## src/rtl/spi_apb_pkg.sv

```systemverilog
// Shared types for the CoreSPI APB initiator: op codes, response codes,
// FSM states and the CoreSPI register map.
package spi_apb_pkg;

  typedef enum logic [1:0] {
    OP_WRITE = 2'b00,
    OP_READ  = 2'b01,
    OP_POLL  = 2'b10,
    OP_RSVD  = 2'b11
  } op_e;

  typedef enum logic [1:0] {
    RSP_OK      = 2'b00,
    RSP_SLVERR  = 2'b01,
    RSP_POLL_TO = 2'b10,
    RSP_WAIT_TO = 2'b11
  } status_e;

  typedef enum logic [1:0] {
    S_IDLE,
    S_SETUP,
    S_ACCESS,
    S_GAP
  } state_e;

  localparam logic [6:0] REG_CTRL1   = 7'h00;
  localparam logic [6:0] REG_INTCLR  = 7'h04;
  localparam logic [6:0] REG_RXDATA  = 7'h08;
  localparam logic [6:0] REG_TXDATA  = 7'h0C;
  localparam logic [6:0] REG_INTMASK = 7'h10;
  localparam logic [6:0] REG_INTRAW  = 7'h14;
  localparam logic [6:0] REG_CTRL2   = 7'h18;
  localparam logic [6:0] REG_CMD     = 7'h1C;
  localparam logic [6:0] REG_STATUS  = 7'h20;
  localparam logic [6:0] REG_SSEL    = 7'h24;
  localparam logic [6:0] REG_CLKDIV  = 7'h2C;

endpackage

```

## src/rtl/spi_apb_master_if.sv

```systemverilog
// Command/response handshake plus APB3 bus of the CoreSPI initiator.
// The master modport is the initiator's view; slave is the environment's view.
interface spi_apb_master_if #(
  parameter int DW = 8
) ();

  logic          cmd_valid;
  logic          cmd_ready;
  logic [1:0]    cmd_op;
  logic [6:0]    cmd_addr;
  logic [DW-1:0] cmd_wdata;
  logic [DW-1:0] cmd_mask;
  logic          rsp_valid;
  logic [DW-1:0] rsp_rdata;
  logic [1:0]    rsp_status;
  logic          busy;
  logic [6:0]    paddr;
  logic          psel;
  logic          penable;
  logic          pwrite;
  logic [DW-1:0] pwdata;
  logic [DW-1:0] prdata;
  logic          pready;
  logic          pslverr;

  modport master (
    input  cmd_valid, cmd_op, cmd_addr, cmd_wdata, cmd_mask,
    input  prdata, pready, pslverr,
    output cmd_ready, rsp_valid, rsp_rdata, rsp_status, busy,
    output paddr, psel, penable, pwrite, pwdata
  );

  modport slave (
    output cmd_valid, cmd_op, cmd_addr, cmd_wdata, cmd_mask,
    output prdata, pready, pslverr,
    input  cmd_ready, rsp_valid, rsp_rdata, rsp_status, busy,
    input  paddr, psel, penable, pwrite, pwdata
  );

endinterface

```

## src/rtl/apb_wait_timer.sv

```systemverilog
// Loadable down-counter that saturates at zero; used for poll gaps and
// for bounding how long the initiator waits on pready.
module apb_wait_timer #(
  parameter int WIDTH = 8
) (
  input  logic             clk,
  input  logic             rst,
  input  logic             load_i,
  input  logic [WIDTH-1:0] load_val_i,
  input  logic             dec_i,
  output logic             zero_o
);

  logic [WIDTH-1:0] count_q;

  always_ff @(posedge clk) begin
    if (rst) begin
      count_q <= '0;
    end else if (load_i) begin
      count_q <= load_val_i;
    end else if (dec_i && (count_q != '0)) begin
      count_q <= count_q - 1'b1;
    end
  end

  assign zero_o = (count_q == '0);

endmodule

```

## src/rtl/spi_apb_master.sv

```systemverilog
// APB3 initiator for CoreSPI: single-entry write/read/poll commands become
// APB transfers, with a one-cycle response pulse per command.
module spi_apb_master
  import spi_apb_pkg::*;
#(
  parameter int APB_DWIDTH = 8,
  parameter int POLL_LIMIT = 255,
  parameter int POLL_GAP   = 2,
  parameter int WAIT_LIMIT = 16
) (
  input logic               pclk,
  input logic               sreset,
  spi_apb_master_if.master  bus
);

  // Timers count down from limit-1 so that zero marks the last allowed cycle.
  localparam logic [7:0]  WAIT_LOAD = 8'(WAIT_LIMIT - 1);
  localparam logic [3:0]  GAP_LOAD  = 4'((POLL_GAP > 0) ? (POLL_GAP - 1) : 0);
  localparam logic [16:0] POLL_MAX  = 17'(POLL_LIMIT);

  state_e                  state_q, state_d;
  op_e                     op_q, op_d;
  logic [APB_DWIDTH-1:0]   wdata_q, wdata_d;
  logic [APB_DWIDTH-1:0]   mask_q, mask_d;
  logic [6:0]              paddr_q, paddr_d;
  logic                    pwrite_q, pwrite_d;
  logic [APB_DWIDTH-1:0]   pwdata_q, pwdata_d;
  logic [15:0]             poll_cnt_q, poll_cnt_d;
  logic                    rsp_valid_q, rsp_valid_d;
  logic [APB_DWIDTH-1:0]   rsp_rdata_q, rsp_rdata_d;
  logic [1:0]              rsp_status_q, rsp_status_d;
  logic                    wait_load, wait_dec, wait_zero;
  logic                    gap_load, gap_dec, gap_zero;
  logic                    poll_hit, poll_last;

  apb_wait_timer #(.WIDTH(8)) u_wait_timer (
    .clk        (pclk),
    .rst        (sreset),
    .load_i     (wait_load),
    .load_val_i (WAIT_LOAD),
    .dec_i      (wait_dec),
    .zero_o     (wait_zero)
  );

  apb_wait_timer #(.WIDTH(4)) u_gap_timer (
    .clk        (pclk),
    .rst        (sreset),
    .load_i     (gap_load),
    .load_val_i (GAP_LOAD),
    .dec_i      (gap_dec),
    .zero_o     (gap_zero)
  );

  assign poll_hit  = ((bus.prdata & mask_q) == (wdata_q & mask_q));
  assign poll_last = (({1'b0, poll_cnt_q} + 17'd1) == POLL_MAX);

  always_ff @(posedge pclk) begin
    if (sreset) begin
      state_q      <= S_IDLE;
      op_q         <= OP_WRITE;
      wdata_q      <= '0;
      mask_q       <= '0;
      paddr_q      <= '0;
      pwrite_q     <= 1'b0;
      pwdata_q     <= '0;
      poll_cnt_q   <= '0;
      rsp_valid_q  <= 1'b0;
      rsp_rdata_q  <= '0;
      rsp_status_q <= '0;
    end else begin
      state_q      <= state_d;
      op_q         <= op_d;
      wdata_q      <= wdata_d;
      mask_q       <= mask_d;
      paddr_q      <= paddr_d;
      pwrite_q     <= pwrite_d;
      pwdata_q     <= pwdata_d;
      poll_cnt_q   <= poll_cnt_d;
      rsp_valid_q  <= rsp_valid_d;
      rsp_rdata_q  <= rsp_rdata_d;
      rsp_status_q <= rsp_status_d;
    end
  end

  always_comb begin
    state_d      = state_q;
    op_d         = op_q;
    wdata_d      = wdata_q;
    mask_d       = mask_q;
    paddr_d      = paddr_q;
    pwrite_d     = pwrite_q;
    pwdata_d     = pwdata_q;
    poll_cnt_d   = poll_cnt_q;
    rsp_valid_d  = 1'b0;
    rsp_rdata_d  = rsp_rdata_q;
    rsp_status_d = rsp_status_q;
    wait_load    = 1'b0;
    wait_dec     = 1'b0;
    gap_load     = 1'b0;
    gap_dec      = 1'b0;

    case (state_q)
      S_IDLE: begin
        if (bus.cmd_valid) begin
          op_d       = (bus.cmd_op == OP_POLL)  ? OP_POLL  :
                       (bus.cmd_op == OP_WRITE) ? OP_WRITE : OP_READ;
          wdata_d    = bus.cmd_wdata;
          mask_d     = bus.cmd_mask;
          paddr_d    = bus.cmd_addr;
          pwrite_d   = (bus.cmd_op == OP_WRITE);
          pwdata_d   = (bus.cmd_op == OP_WRITE) ? bus.cmd_wdata : '0;
          poll_cnt_d = '0;
          state_d    = S_SETUP;
        end
      end
      S_SETUP: begin
        wait_load = 1'b1;
        state_d   = S_ACCESS;
      end
      S_ACCESS: begin
        if (bus.pready) begin
          if (op_q != OP_WRITE) begin
            rsp_rdata_d = bus.prdata;
          end
          // Completion priority: slave error, plain access, poll match, poll exhaustion.
          if (bus.pslverr) begin
            rsp_valid_d  = 1'b1;
            rsp_status_d = RSP_SLVERR;
            state_d      = S_IDLE;
          end else if ((op_q != OP_POLL) || poll_hit) begin
            rsp_valid_d  = 1'b1;
            rsp_status_d = RSP_OK;
            state_d      = S_IDLE;
          end else if (poll_last) begin
            rsp_valid_d  = 1'b1;
            rsp_status_d = RSP_POLL_TO;
            state_d      = S_IDLE;
          end else begin
            poll_cnt_d = poll_cnt_q + 16'd1;
            if (POLL_GAP == 0) begin
              state_d = S_SETUP;
            end else begin
              gap_load = 1'b1;
              state_d  = S_GAP;
            end
          end
        end else if (wait_zero) begin
          rsp_valid_d  = 1'b1;
          rsp_status_d = RSP_WAIT_TO;
          state_d      = S_IDLE;
        end else begin
          wait_dec = 1'b1;
        end
      end
      S_GAP: begin
        if (gap_zero) begin
          state_d = S_SETUP;
        end else begin
          gap_dec = 1'b1;
        end
      end
      default: state_d = S_IDLE;
    endcase
  end

  assign bus.cmd_ready  = (state_q == S_IDLE);
  assign bus.busy       = (state_q != S_IDLE);
  assign bus.psel       = (state_q == S_SETUP) || (state_q == S_ACCESS);
  assign bus.penable    = (state_q == S_ACCESS);
  assign bus.paddr      = paddr_q;
  assign bus.pwrite     = pwrite_q;
  assign bus.pwdata     = pwdata_q;
  assign bus.rsp_valid  = rsp_valid_q;
  assign bus.rsp_rdata  = rsp_rdata_q;
  assign bus.rsp_status = rsp_status_q;

endmodule
```

## src/flat_wrapper.sv

```systemverilog
// flat-port wrapper written by rule: the top's interface ports become plain ports
module spi_apb_master_flat import spi_apb_pkg::*;
#(
  parameter int APB_DWIDTH = 8,
  parameter int POLL_LIMIT = 255,
  parameter int POLL_GAP   = 2,
  parameter int WAIT_LIMIT = 16
)
  (pclk, sreset, bus_cmd_valid, bus_cmd_op, bus_cmd_addr, bus_cmd_wdata, bus_cmd_mask, bus_prdata, bus_pready, bus_pslverr, bus_cmd_ready, bus_rsp_valid, bus_rsp_rdata, bus_rsp_status, bus_busy, bus_paddr, bus_psel, bus_penable, bus_pwrite, bus_pwdata);
  spi_apb_master_if bus_i ();
  input logic pclk;
  input logic sreset;
  input wire logic [$bits(bus_i.cmd_valid)-1:0] bus_cmd_valid;
  input wire logic [$bits(bus_i.cmd_op)-1:0] bus_cmd_op;
  input wire logic [$bits(bus_i.cmd_addr)-1:0] bus_cmd_addr;
  input wire logic [$bits(bus_i.cmd_wdata)-1:0] bus_cmd_wdata;
  input wire logic [$bits(bus_i.cmd_mask)-1:0] bus_cmd_mask;
  input wire logic [$bits(bus_i.prdata)-1:0] bus_prdata;
  input wire logic [$bits(bus_i.pready)-1:0] bus_pready;
  input wire logic [$bits(bus_i.pslverr)-1:0] bus_pslverr;
  output wire logic [$bits(bus_i.cmd_ready)-1:0] bus_cmd_ready;
  output wire logic [$bits(bus_i.rsp_valid)-1:0] bus_rsp_valid;
  output wire logic [$bits(bus_i.rsp_rdata)-1:0] bus_rsp_rdata;
  output wire logic [$bits(bus_i.rsp_status)-1:0] bus_rsp_status;
  output wire logic [$bits(bus_i.busy)-1:0] bus_busy;
  output wire logic [$bits(bus_i.paddr)-1:0] bus_paddr;
  output wire logic [$bits(bus_i.psel)-1:0] bus_psel;
  output wire logic [$bits(bus_i.penable)-1:0] bus_penable;
  output wire logic [$bits(bus_i.pwrite)-1:0] bus_pwrite;
  output wire logic [$bits(bus_i.pwdata)-1:0] bus_pwdata;
  assign bus_i.cmd_valid = bus_cmd_valid;
  assign bus_i.cmd_op = bus_cmd_op;
  assign bus_i.cmd_addr = bus_cmd_addr;
  assign bus_i.cmd_wdata = bus_cmd_wdata;
  assign bus_i.cmd_mask = bus_cmd_mask;
  assign bus_i.prdata = bus_prdata;
  assign bus_i.pready = bus_pready;
  assign bus_i.pslverr = bus_pslverr;
  assign bus_cmd_ready = bus_i.cmd_ready;
  assign bus_rsp_valid = bus_i.rsp_valid;
  assign bus_rsp_rdata = bus_i.rsp_rdata;
  assign bus_rsp_status = bus_i.rsp_status;
  assign bus_busy = bus_i.busy;
  assign bus_paddr = bus_i.paddr;
  assign bus_psel = bus_i.psel;
  assign bus_penable = bus_i.penable;
  assign bus_pwrite = bus_i.pwrite;
  assign bus_pwdata = bus_i.pwdata;
  spi_apb_master #(.APB_DWIDTH(APB_DWIDTH), .POLL_LIMIT(POLL_LIMIT), .POLL_GAP(POLL_GAP), .WAIT_LIMIT(WAIT_LIMIT)) u_core (.pclk(pclk), .sreset(sreset), .bus(bus_i));
endmodule
```

## config.mk

```make
export PLATFORM = sky130hd
export DESIGN_NAME = spi_apb_master_flat
export DESIGN_NICKNAME = d
export VERILOG_FILES = /design/src/rtl/spi_apb_pkg.sv /design/src/rtl/spi_apb_master_if.sv /design/src/rtl/apb_wait_timer.sv /design/src/rtl/spi_apb_master.sv /design/src/flat_wrapper.sv
export SDC_FILE = /design/constraint.sdc
export NUM_CORES = 1
export LEC_CHECK = 0
export ABC_CLOCK_PERIOD_IN_PS = 4400
export BUFFER_PORTS_ARGS = -buffer_cell sky130_fd_sc_hd__buf_2
export CORE_MARGIN = 4
export CORE_UTILIZATION = 59
export DETAILED_ROUTE_END_ITERATION = 10
export PLACE_DENSITY = 0.86
export SKIP_LAST_GASP = 1
export SYNTH_ARGS = -nofsm -noshare
export SYNTH_HDL_FRONTEND = slang
export SYNTH_SLANG_ARGS = --single-unit
```

## constraint.sdc

```tcl
create_clock -name pclk -period 4.4 [get_ports pclk]
set_clock_uncertainty 0.2 [all_clocks]
set_input_delay 0.44 -clock pclk [delete_from_list [all_inputs] [get_ports pclk]]
set_output_delay 0.44 -clock pclk [all_outputs]
set_load 0.02 [all_outputs]
```

==> results_dict.tcl <==
set metrics [dict create \
    required_ns 4.46 \
    cts_resized 0 \
    avgSynthCellArea_um2 8.22 \
    fmax_mhz 318 \
    routed_via_density 5.93 \
    min_path_type "in -> reg" \
    gr-total-overflow 0 \
    cts_root_buf "clkbuf_8" \
    cp-end-kind "flop" \
    netlist.area_leader.share_pct 43.4 \
    wl_per_cell_um 15.7 \
    synth.most_common_cell "nand2_1" \
    synthesis.instances 421 \
    start_util_pct 61.7 \
    synthesis.nets 468 \
    hold_ws_ns 0.118 \
    grt_max_degree 58 \
    num-nets-final 528 \
    synth_edf_count 0 \
    wirelength_um 8760 \
    cts_hold_buf 0 \
    rows 27 \
    synth.distinct_cells 55 \
    grt_first_pass_wirelength_um 14500 \
    rsz0062_at_grt "no" \
    postCtsSetupBuffers 0 \
    drtIter0Drc 189 \
    worstSetupPathType "reg -> reg" \
    dr_total_vias 3311 \
    clock_latency_ns 0.35 \
    die-area_um2 7150 \
    placedCellCount 542 \
    clock-sinks 75 \
    area_growth_pct 16.0 \
    die_y_um 84.6 \
    final-setup-viol-count 0 \
    period_share_pct 71.5 \
    port_buffers 68 \
    antenna_found_initial 0 \
    numCtsBuffers 9 \
    power_density_nw_per_um2 374 \
    yosys-top-cells-area "dfxtp_1, nand2_1, a21oi_1" \
    clockBufferDepth 2 \
    ys_warn_count 0 \
    finalHoldViolCount 0 \
    grt_pass1_vias 3266 \
    drv_slew 0 \
    drt.antenna.violating_nets 0 \
    place_ws_ns 1.40 \
    die_w_um 84.6 \
    htree_levels 3 \
    cp_max_fo 19 \
    irDropWorstVdd_mv 0.371 \
    fin_tns_setup_ns 0 \
    ys.flop_type "dfxtp_1" \
    grt_use_total_pct 25.0 \
    final_util_pct 71.6 \
    tightest_slew_ns 1.00 \
    synthTopCellsByCount "nand2_1, dfxtp_1, a21oi_1" \
    postSynth.asyncResetShare_pct 0 \
    io_pins 69 \
    leakage_nw 1.66 \
    dp_hpwl_um 6070 \
    maxSlewHeadroom_pct 32.9 \
    netlist_area_um2 3460 \
    yosysTopAreaCell "dfxtp_1" \
    cts.clk_slew.worst_paths_ns 0.08 \
    drive_above_1_share_pct 19.1 \
    ys_ff_latch 75 \
    diodes 0 \
    min_period_ns 3.14 \
    yosysSeqAreaShare_pct 43.4 \
    start_kind "flop" \
    drt_pass1_iterations 4 \
    cts_tree "yes" \
    drc 0 \
    core_um2 5610 \
    place_congestion 0.902 \
    layout_setup_ws_ns 1.26 \
    outcome "finished, final reports clean" \
    drv_cap 0 \
    instances_no_fill 558 \
    crit_arrival_ns 3.21 \
]
metrics by stage:
step                      area (µm²)  power, W
final                           4010   0.00150
after global routing            4010   0.00157
after CTS                       4010   0.00151
after detailed placement        3810  0.000978
after global placement          3810  0.000969
after floorplan                 3460  0.000900
cell type report:
| cell class | instances | area (µm²) |
|---|---|---|
| clock buffer | 10 | 128 |
| inverter | 12 | 45.0 |
| fill | 464 | 1590 |
| timing repair buffer | 71 | 363 |
| sequential | 75 | 1500 |
| multi-input combinational | 312 | 1810 |
| clock inverter | 6 | 72.6 |
| tap | 72 | 90.1 |
cell families (layout without fill, tap and decap cells):
family | Yosys count | count (layout) | share of synthesized area (%)
compound gates | 93 | 93 | 17.5
xor+xnor | 19 | 19 | 4.81
fa+ha+maj | 9 | 9 | 3.26
buf+inv | 34 | 99 | 4.16
flops | 75 | 75 | 43.4
mux | 9 | 9 | 2.60
simple gates | 182 | 182 | 24.3
routing by layer:
metal | global-route usage (%) | up-vias | part of all wire, %
met5 | 0 | - | 0
met4 | 11.5 | 0 | 2.9
met2 | 43.4 | 132 | 49
met1 | 27.3 | 1550 | 40
met3 | 8.83 | 27 | 7.9
li1 | - | 1602 | -
worst max-delay path, cell delays in order, from the launching register on:
cell and delay (ns):
dfxtp_1 0.44, ha_1 0.19, nor4b_1 0.25, nand3_1 0.11
a2111oi_0 0.48, o2111a_1 0.32, or2_1 0.56, a21oi_1 0.28
o21ai_0 0.24
registers in the layout (all words and copies together) (netlist names), 2 cells and up:
register and count:
u_core.poll_cnt_q 16, u_core.mask_q 8, u_core.state_q 2, u_core.bus.paddr 7
u_core.bus.rsp_status 2, u_core.u_wait_timer.count_q 8, u_core.wdata_q 8, u_core.bus.pwdata 8
u_core.op_q 2, u_core.bus.rsp_rdata 8, u_core.u_gap_timer.count_q 4
cells in the final DEF, fill, tap and decap left out, types with 2 or more instances in the layout:
cell type / synthesis / layout
and4_1: 2 / 2
mux2i_1: 9 / 9
nor2_1: 32 / 32
or2_2: 2 / 2
o31ai_1: 8 / 8
xor2_1: 12 / 12
o21ai_0: 4 / 4
o311ai_1: 4 / 4
clkinv_4: 0 / 2
nand3_1: 13 / 13
or3_1: 2 / 2
a211oi_1: 3 / 3
and2_1: 4 / 4
nor4_1: 7 / 7
o211ai_1: 2 / 2
xnor2_1: 7 / 7
inv_6: 0 / 2
o32a_1: 2 / 2
o21ai_1: 3 / 3
and3_1: 3 / 3
clkbuf_8: 0 / 9
a31oi_1: 5 / 5
nand3b_1: 2 / 2
nor3_1: 12 / 12
a22oi_1: 4 / 4
dfxtp_1: 75 / 75
inv_1: 12 / 12
o311ai_0: 4 / 4
nand4_1: 6 / 6
buf_2: 4 / 68
ha_1: 9 / 9
buf_4: 1 / 3
a21oi_1: 42 / 42
nand2b_1: 4 / 4
nand2_1: 85 / 85
where the power goes:
part	total [W]	switching, W	internal (W)
Clock	0.000535	0.000267	0.000268
Combinational	0.000228	0.000152	0.0000766
Sequential	0.000737	0.0000234	0.000713
final timing paths:
check                                          from                           endpoint  slack [ns]  depth (start not counted)
hold / removal                      bus_cmd_mask[3]      u_core.mask_q[3]$_SDFFE_PP0P_        0.12                          3
setup / recovery  u_core.poll_cnt_q[1]$_SDFFE_PP0P_  u_core.poll_cnt_q[2]$_SDFFE_PP0P_        1.26                          8
setup reg to reg  u_core.poll_cnt_q[1]$_SDFFE_PP0P_  u_core.poll_cnt_q[2]$_SDFFE_PP0P_        1.26                          8
hold reg to reg    u_core.bus.paddr[6]$_SDFFE_PP0P_   u_core.bus.paddr[6]$_SDFFE_PP0P_        0.26                          2
Power figures use the tool's default switching activity.
